$ cat config.mk
export PLATFORM = sky130hd
export DESIGN_NAME = rf_write_scheduler
export DESIGN_NICKNAME = d
export VERILOG_FILES = /design/src/rtl/rf_write_scheduler.sv
export SDC_FILE = /design/constraint.sdc
export NUM_CORES = 1
export LEC_CHECK = 0
export BUFFER_PORTS_ARGS = -buffer_cell sky130_fd_sc_hd__buf_2
export CORE_ASPECT_RATIO = 1.75
export CORE_MARGIN = 2
export CORE_UTILIZATION = 53
export CTS_CLUSTER_SIZE = 40
export DETAILED_ROUTE_END_ITERATION = 6
export PLACE_DENSITY = 0.89
export SYNTH_ARGS = -nofsm -noshare
export SYNTH_HDL_FRONTEND = slang
export SYNTH_SLANG_ARGS = --single-unit
$ cat constraint.sdc
create_clock -name clk -period 4.5 [get_ports clk]
set_input_delay 0.225 -clock clk [delete_from_list [all_inputs] [get_ports clk]]
set_output_delay 0.225 -clock clk [all_outputs]
set_load 0.1 [all_outputs]
$ cat src/rtl/rf_write_scheduler.sv
// Write-back buffer feeding the two register-file write ports, with a pending-write scoreboard.
// Latency: entry accepted at edge k is offered on a write port in cycle k+1 and commits at edge k+1 when drain_en.
// Backpressure: in_ready drops when fewer than two free entries remain; optional RF_WSCHED_FWD_EN adds a bypass read port.
module rf_write_scheduler #(
   parameter int DEPTH = 4
) (
   input  logic                         clk,
   input  logic                         reset,
   input  logic                         in_valid0,
   input  logic [2:0]                   in_dest0,
   input  logic [31:0]                  in_data0,
   input  logic                         in_valid1,
   input  logic [2:0]                   in_dest1,
   input  logic [31:0]                  in_data1,
   output logic                         in_ready,
   input  logic                         drain_en,
   output logic                         regWrite1,
   output logic [2:0]                   destReg1,
   output logic [31:0]                  writeData1,
   output logic                         regWrite2,
   output logic [2:0]                   destReg2,
   output logic [31:0]                  writeData2,
   output logic [7:0]                   pending,
`ifdef RF_WSCHED_FWD_EN
   input  logic [2:0]                   fwd_sel,
   output logic                         fwd_hit,
   output logic [31:0]                  fwd_data,
`endif
   output logic [$clog2(DEPTH):0]       count
);

   localparam int AW = $clog2(DEPTH);
   localparam int CW = AW + 1;
   // Room for a full pair means occupancy at most DEPTH-2.
   localparam logic [CW-1:0] MAX_FILL = CW'(DEPTH - 2);

   logic [AW-1:0] rd_ptr_q, rd_ptr_d;
   logic [AW-1:0] wr_ptr_q, wr_ptr_d;
   logic [CW-1:0] count_q, count_d;
   logic [2:0]    dest_q [DEPTH];
   logic [2:0]    dest_d [DEPTH];
   logic [31:0]   data_q [DEPTH];
   logic [31:0]   data_d [DEPTH];

   logic [AW-1:0] rd_ptr_p1;
   logic [CW-1:0] enq_n, deq_n;

   assign rd_ptr_p1 = rd_ptr_q + AW'(1);
   assign count     = count_q;

   // Head-of-queue write ports; everything is forced quiet while reset is held.
   always_comb begin
      in_ready   = !reset && (count_q <= MAX_FILL);
      regWrite1  = !reset && drain_en && (count_q >= CW'(1));
      regWrite2  = !reset && drain_en && (count_q >= CW'(2));
      destReg1   = regWrite1 ? dest_q[rd_ptr_q]  : 3'd0;
      writeData1 = regWrite1 ? data_q[rd_ptr_q]  : 32'd0;
      destReg2   = regWrite2 ? dest_q[rd_ptr_p1] : 3'd0;
      writeData2 = regWrite2 ? data_q[rd_ptr_p1] : 32'd0;
   end

   // Scoreboard: one bit per register with a buffered, uncommitted write.
   always_comb begin
      pending = 8'd0;
      if (!reset) begin
         for (int k = 0; k < DEPTH; k++) begin
            if (CW'(k) < count_q)
               pending[dest_q[rd_ptr_q + AW'(k)]] = 1'b1;
         end
      end
   end

`ifdef RF_WSCHED_FWD_EN
   // Bypass: walk oldest to youngest so the youngest matching entry wins.
   always_comb begin
      fwd_hit  = 1'b0;
      fwd_data = 32'd0;
      if (!reset) begin
         for (int k = 0; k < DEPTH; k++) begin
            if ((CW'(k) < count_q) && (dest_q[rd_ptr_q + AW'(k)] == fwd_sel)) begin
               fwd_hit  = 1'b1;
               fwd_data = data_q[rd_ptr_q + AW'(k)];
            end
         end
      end
   end
`endif

   // Next-state: enqueue packs valid lanes contiguously from wr_ptr, dequeue pops what the ports wrote.
   always_comb begin
      dest_d   = dest_q;
      data_d   = data_q;
      wr_ptr_d = wr_ptr_q;
      enq_n    = CW'(0);
      deq_n    = CW'(regWrite1) + CW'(regWrite2);
      if (in_ready) begin
         if (in_valid0 && in_valid1) begin
            dest_d[wr_ptr_q]          = in_dest0;
            data_d[wr_ptr_q]          = in_data0;
            dest_d[wr_ptr_q + AW'(1)] = in_dest1;
            data_d[wr_ptr_q + AW'(1)] = in_data1;
            wr_ptr_d                  = wr_ptr_q + AW'(2);
            enq_n                     = CW'(2);
         end else if (in_valid0) begin
            dest_d[wr_ptr_q] = in_dest0;
            data_d[wr_ptr_q] = in_data0;
            wr_ptr_d         = wr_ptr_q + AW'(1);
            enq_n            = CW'(1);
         end else if (in_valid1) begin
            dest_d[wr_ptr_q] = in_dest1;
            data_d[wr_ptr_q] = in_data1;
            wr_ptr_d         = wr_ptr_q + AW'(1);
            enq_n            = CW'(1);
         end
      end
      rd_ptr_d = rd_ptr_q + AW'(deq_n);
      count_d  = count_q + enq_n - deq_n;
   end

   // Control state; reset discards all buffered entries.
   always_ff @(posedge clk) begin
      if (reset) begin
         rd_ptr_q <= '0;
         wr_ptr_q <= '0;
         count_q  <= '0;
      end else begin
         rd_ptr_q <= rd_ptr_d;
         wr_ptr_q <= wr_ptr_d;
         count_q  <= count_d;
      end
   end

   // Entry storage needs no reset: occupancy is defined solely by count_q.
   always_ff @(posedge clk) begin
      dest_q <= dest_d;
      data_q <= data_d;
   end

endmodule

Yosys cells after proc, flatten, opt, wreduce, memory -nomap -nowiden
Cells that the tools add are included.
W data, S select, Z words.
- register bits: 147
- input bits: 75
- output and inout port bits: 84
- logic and storage cells: 131
- $add $sub $neg: 9
- order comparisons: 23
- muxes and demuxes: 65
- bitwise logic cells: 9
- reduce and logical (&&, ||, !) cells: 14
- operators with widths (kind ; number):
    $bwmux W128 ; 3
    $mux W128 ; 3
    $mux W32 ; 8
    $bmux W32 S2 ; 2
    $demux W32 S2 ; 2
    $mux W8 ; 8
    $bwmux W12 ; 3
    $mux W12 ; 3
    $mux W3 ; 12
    $bmux W3 S2 ; 4
    $or A8 B8 Y8 ; 3
    $ge A3 B3 Y1 const B ; 6
    $not A2 Y3 ; 6
    $lt A3 B4 Y1 const B ; 4
    $ge A3 B1 Y1 const B ; 5
    $demux W1 S3 ; 4
    $demux W3 S2 ; 2
    $logic_and A1 B1 Y1 ; 11
    $mux W2 ; 5
    $add A2 B2 Y2 const B ; 3
    $lt A1 B3 Y1 const A ; 2
    $lt A2 B3 Y1 const A ; 2
    $lt A3 B1 Y1 const B ; 2
    $mux W1 ; 6
    other kinds (10) ; 11

Longest topological paths before layout
- depth in word-level cells: 19
- mapped depth: 13
- gate-level depth less buffers: 11

Least setup slack after synthesis
No wires, ideal clock.
- kind: flip-flop to output port
- from: register count_q[1] (netlist: count[1])
- to: output writeData2[11]
- arrival: 5.080 ns
- required time: 4.275 ns
- path slack: -0.805 ns
- cell stages (with the launch flop): 6
- buffers on the path: 2
- cell sequence: dfxtp_1 nor2_1 or3b_2 clkbuf_1 clkbuf_1 nor4_1
- cells in the longest elaborated chain, start to end: 3
- ends and longest elaborated chain (what ; line ; RTL):
    start: declaration ; 39 ; logic [CW-1:0] count_q, count_d;
    start signal: assignment ; 129 ; count_q <= count_d;
    $ge A3 B2 Y1 ; 55 ; regWrite2 = !reset && drain_en && (count_q >= CW'(2));
    $logic_and A1 B1 Y1 ; 55 ;
    $mux W32 ; 59 ; writeData2 = regWrite2 ? data_q[rd_ptr_p1] : 32'd0;
    end: declaration ; 22 ; output logic [31:0] writeData2,
Every way passes these cells.

Worst setup path in the final report
- from: register count_q[2] (netlist: count[2])
- to: output writeData2[1]
The elaborated chain is that of the path after synthesis.

==> flow_metrics.py <==
metrics = {
    "outcome": {
        "status": "finished, final reports clean",
    },
    "clock_network": {
        "cts_buffers": 17,
        "clock_path_buffers": 2,
        "postCtsSetupRepairBufs": 0,
        "clock_latency_ns": 0.43,
        "ctsRootBufferMaster": "clkbuf_16",
        "post_cts_resized": 0,
        "cts_tree": "built",
        "clk_pin_slew_ns": 0.07,
        "ctsHoldBuffers": 0,
        "h-tree-depth": 4,
        "cts_sinks": 147,
    },
    "global_routing": {
        "gr-total-overflow": 0,
        "grtUsageTotal_pct": 31.53,
        "first_global_vias": 10010,
        "grt_first_pass_wirelength_um": 54780,
        "grt_max_degree": 81,
        "antenna_found_initial": 4,
    },
    "cells_and_area": {
        "nets": 1124,
        "area_growth_pct": 13.12,
        "drive_gt1_share_pct": 33.71,
        "design_area_mm2": 0.01269,
        "multiInputGateArea_mm2": 0.006411,
        "seq_area_mm2": 0.004354,
        "final_cells": 1304,
        "fillers": 1557,
    },
    "job": {
        "max-cap-violations": 0,
    },
    "sta": {
        "period_minus_slack_ns": 3.545,
        "hold_viol_final": 0,
        "setup_viol": 0,
        "rsz0062_at_grt": "no",
        "relSlewSlack_pct": 23.71,
        "setup_tns_ns": 0,
        "max_slew.worst_pin.slew_ns": 1.144,
        "maxSlewViolCount": 0,
        "finalCritPeriodShare_pct": 78.77,
        "fin_skew_ns": 0.008357,
        "hold_slack_ns": 0.1192,
        "fmax_mhz": 282.1,
    },
    "die": {
        "core_area_mm2": 0.02085,
        "rows": 70,
        "dieArea_mm2": 0.02239,
        "die_w_um": 114.0,
        "die_h_um": 196.4,
        "io_pins": 159,
        "initial_utilization_pct": 53.81,
    },
    "route": {
        "drt-pass1-iter-count": 6,
        "drt-vias-per-instance": 7.686,
        "vias": 10020,
        "route.antenna.remaining_nets": 0,
        "drt_wl_total_um": 35520,
        "wire_per_inst_um": 27.24,
        "drtIter0Drc": 1396,
        "drc": 0,
    },
    "yosys": {
        "synth-seq-cells": 147,
        "ys_seq_area_share_pct": 38.73,
        "synthCells": 950,
        "synth_cell_types": 50,
        "synth_nets": 1037,
        "yosysWarnings": 0,
        "synth.avg_cell_area_um2": 11.81,
        "async_flop_share_pct": 0,
        "syn-cell-area_mm2": 0.01122,
        "synthFlopType": "edfxtp_1",
        "synth_edf_count": 140,
    },
    "worst_setup_path": {
        "cp_max_fo": 35,
        "r2r-start": "count[2]$_SDFF_PP0_",
        "ff2ff_setup_slack_ns": 1.26,
        "crit_type": "reg -> out",
        "worst_setup_path_start_kind": "flop",
        "cp.arrival_ns": 3.32,
        "reg2reg_depth": 11,
        "r2r-end": "count[2]$_SDFF_PP0_",
        "critPathCaptureType": "output port",
        "worstPathRequired_ns": 4.28,
    },
    "worst_hold_path": {
        "whs_path_depth": 2,
        "hold_path_end": "data_q[64]$_DFFE_PP_",
        "hold_path_startpoint": "in_data1[0]",
        "min_path_type": "in -> reg",
    },
    "pwr": {
        "p_per_area_mw_per_mm2": 593.0,
        "ir_worst_vdd_uv": 389.4,
        "leakage_nw": 4.579,
    },
    "place": {
        "placed_cell_area_mm2": 0.01207,
        "dp_hpwl_um": 21510,
        "port_buffers": 158,
        "dpl.cell_count": 1270,
        "gp_congestion": 0.8771,
    },
}
## registers in the layout, indices dropped and copies added, names as in the netlist
register  flops
data_q      128
dest_q       12
count         3
rd_ptr_q      2
wr_ptr_q      2
## area by class of cell
type	instances	share of cell area, %
Inverter	11	0.3254
Multi-Input combinational cell	681	50.53
Clock buffer	20	3.600
Timing Repair Buffer	179	7.475
Antenna cell	2	0.03945
Tap cell	252	2.485
Clock inverter	12	1.223
Sequential cell	147	34.32
## synthesized netlist by cell type (3+ instances only)
library cell	count	area (um^2)
a41oi_1	4	35.03
dfxtp_1	7	140.1
a41oi_2	4	65.06
buf_1	5	18.77
or4b_1	10	100.1
ha_1	10	125.1
nand4b_1	5	43.79
xnor2_1	3	26.28
buf_4	4	30.03
edfxtp_1	140	4204
inv_1	10	37.54
nor3b_1	35	262.8
nor4_1	3	18.77
or4bb_1	3	33.78
nor3_1	6	30.03
nand2b_1	3	18.77
nand4bb_1	9	101.4
a221o_1	45	450.4
nand2_1	42	157.7
o22ai_1	3	18.77
a21o_1	3	22.52
mux2i_1	62	620.6
nor2b_1	70	437.9
or4_1	3	22.52
mux4_2	73	1644
clkbuf_1	73	274.0
nand4_1	36	225.2
buf_2	27	135.1
nor2_1	9	33.78
o211ai_1	34	255.2
o2bb2ai_1	60	525.5
and3_1	46	287.8
and2_1	3	18.77
a31o_2	45	394.1
a31oi_1	34	212.7
## routing by layer
layer  GRT usage, %  part of all wire [%]  vias to the layer above
li1               -                     -                     4140
met1          37.46                    34                     4791
met2          52.05                    50                      898
met3          6.335                    11                      189
met4          19.69                   5.6                        4
met5              0                 0.076                        -
## worst max-delay path by stage
stage	start	to	slack (ns)	depth (start not counted)
after CTS	rd_ptr_q[0]$_SDFF_PP0_	pending[4]	0.95	4
after detailed placement	in_valid0	data_q[96]$_DFFE_PP_	1.26	7
after global placement	count[2]$_SDFF_PP0_	count[2]$_SDFF_PP0_	1.35	11
after global routing	rd_ptr_q[0]$_SDFF_PP0_	pending[2]	0.80	4
final	count[2]$_SDFF_PP0_	writeData2[1]	0.96	5
after floorplan	count[2]$_SDFF_PP0_	writeData2[11]	-0.73	5
## stage by stage
step,total power [mW],worst slack (ns),utilization (%)
global route,7.773,0.8049,60.86
finish,7.523,0.9553,60.86
floorplan,5.171,-0.7317,-
detailed placement,5.960,1.257,57.91
CTS,7.461,0.9512,60.84
global placement,5.846,1.353,57.91
## where the power goes
part | internal, mW | total [mW] | switching, mW
logic | 1.36 | 3.71 | 2.36
registers | 1.93 | 2.30 | 0.369
clock network | 0.902 | 1.51 | 0.605
total | 4.19 | 7.52 | 3.33
## critical path: stages, from the launching register on
cell and delay (ns):
dfxtp_1 0.65, nor2_1 0.23, or3b_2 0.50, buf_4 0.32, nor4_1 0.62, buf_2 0.54
## logic make-up (layout without fill, tap and decap cells)
logic type / count (synthesis) / in the layout / synth area share, %
AOI/OAI and AO/OA: 241 / 241 / 18.18
xor gates and xnor gates: 4 / 4 / 0.3124
buffers and inverters: 122 / 222 / 4.652
adders and majority gates: 12 / 12 / 1.473
other: 0 / 2 / 0
muxes: 136 / 136 / 20.29
DFF: 147 / 147 / 38.73
and+or+nand+nor: 288 / 288 / 16.35
## layout by cell type, fill, tap and decap left out, types with 21 or more instances in the layout
cell,synthesis,final
mux4_2,73,73
o211ai_1,34,34
nand4_1,36,36
edfxtp_1,140,140
buf_4,4,21
a31o_2,45,45
nor2b_1,70,70
nor3b_1,35,35
a31oi_1,34,34
o2bb2ai_1,60,60
a221o_1,45,45
mux2i_1,62,62
nand2_1,42,40
and3_1,46,46
buf_2,27,158
Note: power is estimated with default switching activity, not from simulation.
